`src/rtl/keypad_scan_debounce_pkg.sv`:
```
// Shared types for the keypad scanner: FSM states, the 4x4 hex keymap and a
// one-hot to binary helper.
`default_nettype none

package keypad_pkg;

  typedef enum logic [1:0] {
    SCAN     = 2'd0,
    DEBOUNCE = 2'd1,
    HELD     = 2'd2
  } kp_state_e;

  // Row-major: r0 = 1 2 3 A, r1 = 4 5 6 B, r2 = 7 8 9 C, r3 = E 0 F D
  localparam logic [3:0] KEYMAP [16] = '{
    4'h1, 4'h2, 4'h3, 4'hA,
    4'h4, 4'h5, 4'h6, 4'hB,
    4'h7, 4'h8, 4'h9, 4'hC,
    4'hE, 4'h0, 4'hF, 4'hD
  };

  function automatic logic [31:0] onehot_index(input logic [31:0] v);
    logic [31:0] r;
    r = '0;
    for (int i = 0; i < 32; i++) begin
      if (v[i]) r = 32'(i);
    end
    return r;
  endfunction

endpackage

`default_nettype wire

```
`src/rtl/keypad_scan_debounce_tick_gen.sv`:
```
// Free-running divider: tick_o is high for one clk every SCAN_DIV clks.
`default_nettype none

module keypad_tick_gen #(
  parameter int SCAN_DIV = 16384
) (
  input  logic clk_i,
  input  logic reset_i,
  output logic tick_o
);

  localparam int CW = (SCAN_DIV > 1) ? $clog2(SCAN_DIV) : 1;
  localparam logic [CW-1:0] LAST = CW'(SCAN_DIV - 1);

  logic [CW-1:0] cnt_q, cnt_d;

  always_comb begin
    tick_o = (cnt_q == LAST);
    cnt_d  = tick_o ? '0 : cnt_q + CW'(1);
  end

  always_ff @(posedge clk_i or posedge reset_i) begin
    if (reset_i) cnt_q <= '0;
    else         cnt_q <= cnt_d;
  end

endmodule

`default_nettype wire

```
`src/rtl/keypad_scan_debounce.sv`:
```
// Matrix keypad scanner with debounce, ghost rejection and single-shot key events.
// Define KEYPAD_REPEAT_EN to enable auto-repeat while a key is held.
`default_nettype none

module keypad_scan_debounce
  import keypad_pkg::*;
#(
  parameter int ROWS         = 4,
  parameter int COLS         = 4,
  parameter int SCAN_DIV     = 16384,
  parameter int DEB_TICKS    = 4,
  parameter int REPEAT_DELAY = 32,
  parameter int REPEAT_RATE  = 8
) (
  input  logic                          clk_i,
  input  logic                          reset_i,
  input  logic [COLS-1:0]               col_i,
  output logic [ROWS-1:0]               row_o,
  output logic                          pressed_o,
  output logic                          key_valid_o,
  output logic [$clog2(ROWS*COLS)-1:0]  key_idx_o,
  output logic [3:0]                    key_code_o
);

  localparam int IDX_W = $clog2(ROWS * COLS);
  localparam int DW    = $clog2(DEB_TICKS + 1);

  logic             tick;
  logic [COLS-1:0]  col_s1_q, col_s2_q;
  kp_state_e        state_q, state_d;
  logic [ROWS-1:0]  row_q, row_d;
  logic [COLS-1:0]  latch_q, latch_d;
  logic [DW-1:0]    cnt_q, cnt_d;
  logic             valid_q, valid_d;
  logic [IDX_W-1:0] idx_q, idx_d;
  logic [3:0]       code_q, code_d;
  logic             w_onehot, w_accept, w_repeat;
  logic [ROWS-1:0]  w_row_rot;
  logic [IDX_W-1:0] w_key_idx;
  logic [3:0]       w_key_code;

  keypad_tick_gen #(.SCAN_DIV(SCAN_DIV)) u_tick (
    .clk_i   (clk_i),
    .reset_i (reset_i),
    .tick_o  (tick)
  );

  always_ff @(posedge clk_i or posedge reset_i) begin
    if (reset_i) begin
      col_s1_q <= '0;
      col_s2_q <= '0;
    end else begin
      col_s1_q <= col_i;
      col_s2_q <= col_s1_q;
    end
  end

  assign w_onehot  = (col_s2_q != '0) && ((col_s2_q & (col_s2_q - COLS'(1))) == '0);
  assign w_row_rot = {row_q[ROWS-2:0], row_q[ROWS-1]};
  // An accept only ever happens while the synchronized column equals the latched one-hot.
  assign w_key_idx = IDX_W'(onehot_index(32'(row_q)) * 32'(COLS) + onehot_index(32'(col_s2_q)));

  generate
    if (ROWS == 4 && COLS == 4) begin : g_hexmap
      assign w_key_code = KEYMAP[w_key_idx];
    end else begin : g_rawmap
      assign w_key_code = 4'(w_key_idx);
    end
  endgenerate

  always_ff @(posedge clk_i or posedge reset_i) begin
    if (reset_i) begin
      state_q <= SCAN;
      row_q   <= ROWS'(1);
      latch_q <= '0;
      cnt_q   <= '0;
      valid_q <= 1'b0;
      idx_q   <= '0;
      code_q  <= '0;
    end else begin
      state_q <= state_d;
      row_q   <= row_d;
      latch_q <= latch_d;
      cnt_q   <= cnt_d;
      valid_q <= valid_d;
      idx_q   <= idx_d;
      code_q  <= code_d;
    end
  end

  always_comb begin
    state_d  = state_q;
    row_d    = row_q;
    latch_d  = latch_q;
    cnt_d    = cnt_q;
    w_accept = 1'b0;
    if (tick) begin
      case (state_q)
        SCAN: begin
          if (w_onehot) begin
            latch_d = col_s2_q;
            if (DEB_TICKS == 1) begin
              w_accept = 1'b1;
              cnt_d    = '0;
              state_d  = HELD;
            end else begin
              cnt_d   = DW'(1);
              state_d = DEBOUNCE;
            end
          end else begin
            row_d = w_row_rot;
          end
        end
        DEBOUNCE: begin
          if (col_s2_q == latch_q) begin
            if (int'(cnt_q) + 1 == DEB_TICKS) begin
              w_accept = 1'b1;
              cnt_d    = '0;
              state_d  = HELD;
            end else begin
              cnt_d = cnt_q + DW'(1);
            end
          end else begin
            state_d = SCAN;
            row_d   = w_row_rot;
          end
        end
        HELD: begin
          // Only the latched column matters here; other keys are ignored.
          if ((col_s2_q & latch_q) == '0) begin
            if (int'(cnt_q) + 1 == DEB_TICKS) begin
              cnt_d   = '0;
              state_d = SCAN;
              row_d   = w_row_rot;
            end else begin
              cnt_d = cnt_q + DW'(1);
            end
          end else begin
            cnt_d = '0;
          end
        end
        default: state_d = SCAN;
      endcase
    end
  end

  assign valid_d = w_accept | w_repeat;
  assign idx_d   = w_accept ? w_key_idx  : idx_q;
  assign code_d  = w_accept ? w_key_code : code_q;

`ifdef KEYPAD_REPEAT_EN
  localparam int RMAX = (REPEAT_DELAY > REPEAT_RATE) ? REPEAT_DELAY : REPEAT_RATE;
  localparam int RW   = $clog2(RMAX + 1);

  logic [RW-1:0] rpt_cnt_q, rpt_cnt_d;
  logic          rpt_phase_q, rpt_phase_d;

  always_comb begin
    rpt_cnt_d   = rpt_cnt_q;
    rpt_phase_d = rpt_phase_q;
    w_repeat    = 1'b0;
    if (w_accept) begin
      rpt_cnt_d   = '0;
      rpt_phase_d = 1'b0;
    end else if (tick && state_q == HELD) begin
      if (state_d != HELD) begin
        rpt_cnt_d   = '0;
        rpt_phase_d = 1'b0;
      end else if (int'(rpt_cnt_q) + 1 == (rpt_phase_q ? REPEAT_RATE : REPEAT_DELAY)) begin
        w_repeat    = 1'b1;
        rpt_cnt_d   = '0;
        rpt_phase_d = 1'b1;
      end else begin
        rpt_cnt_d = rpt_cnt_q + RW'(1);
      end
    end
  end

  always_ff @(posedge clk_i or posedge reset_i) begin
    if (reset_i) begin
      rpt_cnt_q   <= '0;
      rpt_phase_q <= 1'b0;
    end else begin
      rpt_cnt_q   <= rpt_cnt_d;
      rpt_phase_q <= rpt_phase_d;
    end
  end
`else
  logic w_repeat_unused;
  assign w_repeat_unused = ^{REPEAT_DELAY[0], REPEAT_RATE[0]};
  assign w_repeat        = 1'b0;
`endif

  always_comb begin
    row_o       = row_q;
    pressed_o   = (state_q == HELD);
    key_valid_o = valid_q;
    key_idx_o   = idx_q;
    key_code_o  = code_q;
  end

endmodule

`default_nettype wire
```
`config.mk`:
```
export PLATFORM = sky130hd
export DESIGN_NAME = keypad_scan_debounce
export DESIGN_NICKNAME = d
export VERILOG_FILES = /design/src/rtl/keypad_scan_debounce_pkg.sv /design/src/rtl/keypad_scan_debounce_tick_gen.sv /design/src/rtl/keypad_scan_debounce.sv
export SDC_FILE = /design/constraint.sdc
export NUM_CORES = 1
export LEC_CHECK = 0
export ABC_AREA = 1
export BUFFER_PORTS_ARGS = -buffer_cell sky130_fd_sc_hd__buf_2
export CAP_MARGIN = 20
export CORE_MARGIN = 2
export CORE_UTILIZATION = 53
export CTS_CLUSTER_SIZE = 25
export DETAILED_ROUTE_END_ITERATION = 16
export GPL_ROUTABILITY_DRIVEN = 0
export PLACE_DENSITY_LB_ADDON = 0.1
export SLEW_MARGIN = 20
export SYNTH_ARGS = -nofsm -noshare
export SYNTH_HDL_FRONTEND = slang
export SYNTH_SLANG_ARGS = --single-unit
```
`constraint.sdc`:
```
create_clock -name clk_i -period 1.4 [get_ports clk_i]
set_input_delay 0.28 -clock clk_i [delete_from_list [all_inputs] [get_ports clk_i]]
set_output_delay 0.28 -clock clk_i [all_outputs]
set_load 0.1 [all_outputs]
```
Word level (Yosys, flattened, before mapping)
Memories as Yosys holds them, arrays and structs flattened. A register that Yosys moved wholly into a read port is not among the register bits.
Cells that the tools add are included.
{"block": "totals", "regBits": 40, "mem_bits_ro": 64, "input_bits": 6, "out_inout_bits": 14, "elab_cells": 67, "n_memories": 1}
{"memory": "(name not given)", "words": 16, "width": 4, "read_ports": 1, "rd_ports_with_merged_regs": 1, "wr": 0, "line_no": "keypad_scan_debounce.sv:65", "rtl": "assign w_key_code = KEYMAP[w_key_idx];"}
{"block": "classes", "add_sub_neg": 5, "n_eq_ne": 12, "n_mux": 27, "bitwise_logic": 3, "n_reduce_logical": 10}
{"op": "4-bit 2-to-1 mux", "count": 6}
{"op": "14-bit by 1-bit adder with 14-bit output (second input constant)", "count": 1}
{"op": "14-bit == test (second input constant)", "count": 1}
{"op": "14-bit 2-to-1 mux", "count": 1}
{"op": "2-bit 2-to-1 mux", "count": 7}
{"op": "3-bit 2-to-1 mux", "count": 4}
{"op": "4-bit one-hot mux with 3 select lines", "count": 1}
{"op": "3-bit one-hot mux with 3 select lines", "count": 1}
{"op": "4-bit bitwise AND", "count": 2}
{"op": "4-bit zero test", "count": 2}
{"op": "2-bit != test (second input constant)", "count": 4}
{"op": "1-bit 2-to-1 mux", "count": 6}
{"op": "2-bit one-hot mux with 3 select lines", "count": 1}
{"op": "6-bit AND reduction", "count": 1}
{"op": "4-bit NOT with 5-bit output", "count": 1}
{"op": "5-bit AND reduction", "count": 1}
{"op": "3-bit by 1-bit adder with 4-bit output (second input constant)", "count": 1}
{"op": "4-bit adder", "count": 1}
{"op": "4-bit by 3-bit == test with 1-bit output (second input constant)", "count": 1}
{"op": "4-bit == test", "count": 1}
{"op": "2-bit by 1-bit != test with 1-bit output (second input constant)", "count": 2}
{"op": "4-bit AND reduction", "count": 1}
{"op": "4-bit nonzero test", "count": 1}
{"op": "4-bit by 1-bit subtractor with 4-bit output (second input constant)", "count": 1}
{"op": "other kinds (8)", "count": 8}

Logic depth before layout (Yosys ltp)
{"block": "depth", "word_depth": 6, "depth_mapped": 11, "mapped_depth_nobuf": 11}

Hierarchy
From an unflattened synthesis, not the netlist that was laid out.
{"block": "hier_totals", "cells_unflattened": 279, "area_unflattened_um2": 2506.2}
{"module": "keypad_scan_debounce", "n_inst": 1, "cells_each": 187, "area_per_inst_um2": 1702.9, "seq_area_each_um2": 752.0}
{"module": "keypad_tick_gen", "n_inst": 1, "cells_each": 92, "area_per_inst_um2": 803.3, "seq_area_each_um2": 350.3}

Worst setup path after synthesis
No wires, ideal clock.
{"block": "synth_path", "kind": "register to register", "startpoint": "register state_q[0]", "endpoint": "register cnt_q[0]", "t_arrival_ns": 1.890, "path_slack_ns": -0.572, "path_stages_with_launch": 8, "n_path_buf": 0, "path_cell_list": "dfrtp_1 > inv_1 > ha_1 > nand3_1 > nand2_1 > nand3b_1 > and2_1 > o21ai_0"}
{"block": "synth_via", "elab_chain_cells": 3, "word_cells_on_any_way": 8, "cone_classes": "eq/ne (4); mux (1); reduce/logical (3)"}
{"item": "start: declaration", "line_no": "keypad_scan_debounce.sv:30", "rtl": "kp_state_e state_q, state_d;"}
{"item": "start signal: assignment", "line_no": "keypad_scan_debounce.sv:81", "rtl": "state_q <= state_d;"}
{"item": "2-bit == test *"}
{"item": "via pressed_o", "line_no": "keypad_scan_debounce.sv:19", "rtl": "output logic pressed_o,"}
{"item": "3-bit nonzero test (no source line)"}
{"item": "4-bit AND reduction (no source line)"}
{"item": "end signal: assignment", "line_no": "keypad_scan_debounce.sv:84", "rtl": "cnt_q <= cnt_d;"}
{"item": "end: declaration", "line_no": "keypad_scan_debounce.sv:33", "rtl": "logic [DW-1:0] cnt_q, cnt_d;"}
The timed path passes the listed nets; every way through them passes the cells marked *.
A chain may end at the register's enable or synchronous reset.

Final worst setup path
{"block": "layout_path", "startpoint": "register col_s2_q[2]", "endpoint": "register idx_q[3] (netlist: key_idx_o[3])"}
{"block": "layout_via", "elab_chain_cells": 4, "word_cells_on_any_way": 7, "cone_classes": "add/sub (1); eq/ne (1); mux (5)"}
{"item": "start: declaration", "line_no": "keypad_scan_debounce.sv:29", "rtl": "logic [COLS-1:0] col_s1_q, col_s2_q;"}
{"item": "start signal: assignment", "line_no": "keypad_scan_debounce.sv:54", "rtl": "col_s2_q <= col_s1_q;"}
{"item": "parallel branches: the longest is 4 deep, another holds 4-bit adder"}
{"item": "end signal: assignment", "line_no": "keypad_scan_debounce.sv:86", "rtl": "idx_q <= idx_d;"}
{"item": "end: declaration", "line_no": "keypad_scan_debounce.sv:35", "rtl": "logic [IDX_W-1:0] idx_q, idx_d;"}
Parallel ways; which one is timed is not known.

==> metrics.md <==
| Metric | Value |
|---|---|
| Non-filler cells, final | 401 |
| Post-synthesis compound-gate area fraction | 7.46% |
| Die width | 69.6 microns |
| Hold_ws | 0.0792 ns |
| Multi-input logic area | 1310 sq um |
| IR drop worst, VDD | 0.000831 V |
| CTS tree | yes |
| Drt initial violations | 161 |
| Starting Density | 56.2% |
| Final worst-path cycle share | 121% |
| Final setup vio count | 23 |
| Fin. Hold Viols | 0 |
| Height of the die | 69.6 microns |
| Adder-Cell Fraction of Synth Area | 8.78% |
| Synth Warn # | 0 |
| RSZ-0062 raised after global routing | yes |
| Number of global-route vias before repair | 2074 |
| Post-layout util | 83.8% |
| Post-route ant nets | 0 |
| Worst slew pin tran | 0.487 ns |
| Fmax | 593 MHz |
| Crit path time final | 1.69 ns |
| Predominant post-synthesis flop cell | dfrtp_1 |
| Post-Place Cells | 374 |
| Outcome | complete, but fails checks |
| Largest family of logic cells by synthesized area | simple AND/OR/NAND/NOR gates |
| Synth Area in XOR/XNOR | 2.30% |
| Max Slew Vio Count | 0 |
| IO buf count | 19 |
| Clock Tree Buf Depth | 2 |
| Async SR Flop Fraction | 100% |
| Seq/Total Area, Yosys | 48.3% |
| Synth cell types | 27 |
| Avg Synthesized Cell Area | 8.64 sq um |
| Synthesized flop and latch total | 44 |
| Final setup TNS | -4.89 ns |
| CTS root buf | clkbuf_8 |
| Number of fill cells | 212 |
| Worst setup margin | -0.287 ns |
| Remaining Overflow, GRT | 0 |
| Power density cells | 719 nW/um^2 |
| Synthesized area | 2280 sq um |
| EDFF count, synth | 0 |
| Drt drc | 0 |
| WL/cell | 15.4 microns |
| Critical Path, Cell by Cell | ha_1, nor2_2, nand4_1, buf_4, nor2_4, nand2_4, nand2_1, o21ai_1 |
| Largest net degree at the start of global routing | 29 |
| Maximum single-stage delay on the critical path | 0.41 ns |
| Slowest CP cell | dfrtp_1 |
| Tot Pwr | 2.45 mW |
| Hold Path Cell Cnt | 1 |
| Max Cap Violations | 0 |
| Startpoint types | flop |
| Die area | 4840 sq um |
| Worst slew margin | 67.8% |
| I/O Pins | 20 |
| Antenna violations before repair | 0 |
| Register Area | 1110 sq um |
| Ant. Diodes | 0 |
| DPL Wire Length | 3580 microns |
| P&R area growth vs syn | 49.0% |
| Post-synthesis simple-gate area fraction | 26.4% |
| Worst flop-to-flop path startpoint | col_s2_q[2] |
| Total track usage | 23.6% |
| LEAKAGE | 1.77 nW |
| Clock Pin Slew Worst Setup and Hold Paths | 0.09 ns |
| Fraction of layout cells with a size suffix above 1 | 45.9% |
| WP data required | 1.58 ns |
| Pre-CTS WS | -0.234 ns |
| Arr. time, crit path | 1.87 ns |
| Mux contribution to synthesized area | 0% |
| Failing checks | negative setup slack |
| Final setup skew | 0.00527 ns |
| Nets@finish | 372 |
| Hold_sp | col_i[1] |
| Post-Place Cell Area | 2880 sq um |
| Critical path class | reg2reg |
| Num rows | 23 |
| CTS sink count | 44 |
| Clk_lat worst skew | 0.30 ns |
| Post-Layout Inst Area | 3400 sq um |
| Critical path launch point | col_s2_q[2] |
| Crit-path max FO | 7 |
| Cts bufs inserted | 5 |
| Syn nets | 286 |
| H-Tree Depth | 2 |
| DR vias | 2099 |
| Vias per cell | 5.23 |
| First-pass GRT wire length | 9030 microns |
| Setup crit end kind | flop |
| Pre-Repair DR Iteration Count | 4 |
| Gate Count Post-Synth | 264 |
| Total wire length | 6190 microns |
| Worst min path class | in2reg |
| Worst reg2reg path depth | 8 |
| Core Box Area | 4060 sq um |
## routing by layer
layer	track usage, %	vias up	routed length (microns)
li1	-	1009	-
met5	0	-	0
met3	5.09	22	298
met2	40.7	67	3140
met4	10.5	0	220
met1	28.3	1001	2530
## repair_timing
item                                    in CTS  in global routing
resized for setup                           30                 53
hold buffers                                 1                  0
gates cloned                                 1                  0
pin swaps                                   12                 25
endpoints found under the setup margin      24                 32
endpoints found under the hold margin       15                  0
buffers inserted                             5                 14
## worst paths after layout
| check | to | slack, ns |
|---|---|---|
| worst min-delay path | col_s1_q[1] | 0.08 |
| max in group asynchronous | col_s2_q[3] | 0.52 |
| worst max register to register | key_idx_o[3] | -0.29 |
| worst min register to register | col_s2_q[0] | 0.36 |
| worst max-delay path | key_idx_o[3] | -0.29 |
| min in group asynchronous | key_idx_o[0] | 0.53 |
## where the power goes
part           total, mW  switching [mW]  leakage, nW  internal, mW
registers           1.29          0.0123        0.571          1.28
clock network      0.981           0.453       0.0541         0.528
logic              0.171          0.0997         1.14        0.0709
## final cells by class
type | instances | share of cell area [%]
inverters | 35 | 4.01
clock buffers | 5 | 2.02
clock inverters | 3 | 1.25
flip-flops and latches | 44 | 32.7
repair buffers | 80 | 19.8
multi-input cells | 184 | 38.4
well taps | 50 | 1.84
## state kept, by name (all words and copies together), names as in the netlist
| register | cells |
|---|---|
| key_idx_o | 4 |
| key_valid_o | 1 |
| cnt_q | 3 |
| latch_q | 4 |
| u_tick.cnt_q | 14 |
| key_code_o | 4 |
| col_s1_q | 4 |
| row_o | 4 |
| state_q | 2 |
| col_s2_q | 4 |
## placed cells by master, fill, tap and decap left out, types with 4 or more instances in the layout
cell type,count
nand2_2,14
o21ai_2,5
o21ai_1,10
nor2_4,10
inv_2,7
a21oi_1,5
ha_1,10
buf_6,8
xor2_1,5
dfrtp_2,4
buf_4,52
nand3_2,6
buf_2,9
buf_12,5
clkbuf_8,5
nand2_4,8
inv_1,25
dfrtp_1,38
nand3_1,11
o21ai_0,5
clkbuf_4,5
ha_4,4
nor2_1,11
nand2_1,59
## cell families after synthesis
family / count (synthesis)
compound gates: 30
xor+xnor: 6
fa+ha+maj: 16
buf+inv: 37
flops: 44
simple gates: 131
## worst max-delay path, delay by kind of cell, from the launching register on
kind / cells / cell delay [ns]
adder cells (fa/ha/maj): 1 / 0.32
AO/OA/AOI/OAI: 1 / 0.06
buffers and inverters: 1 / 0.18
flip-flops: 1 / 0.41
AND/OR/NAND/NOR: 5 / 0.60
## Yosys cell counts, types with 3 or more instances
master	instances	area [sq um]
inv_1	35	131
nand2_2	5	31.3
nand3_1	17	85.1
o21ai_0	11	55.1
ha_1	16	200
dfrtp_1	43	1080
o21ai_1	5	25.0
xor2_1	5	43.8
nor2_1	18	67.6
o21ai_2	4	35.0
a21oi_1	8	40.0
nor2_4	3	33.8
nand2_1	75	282
(Power assumes the default switching activity.)
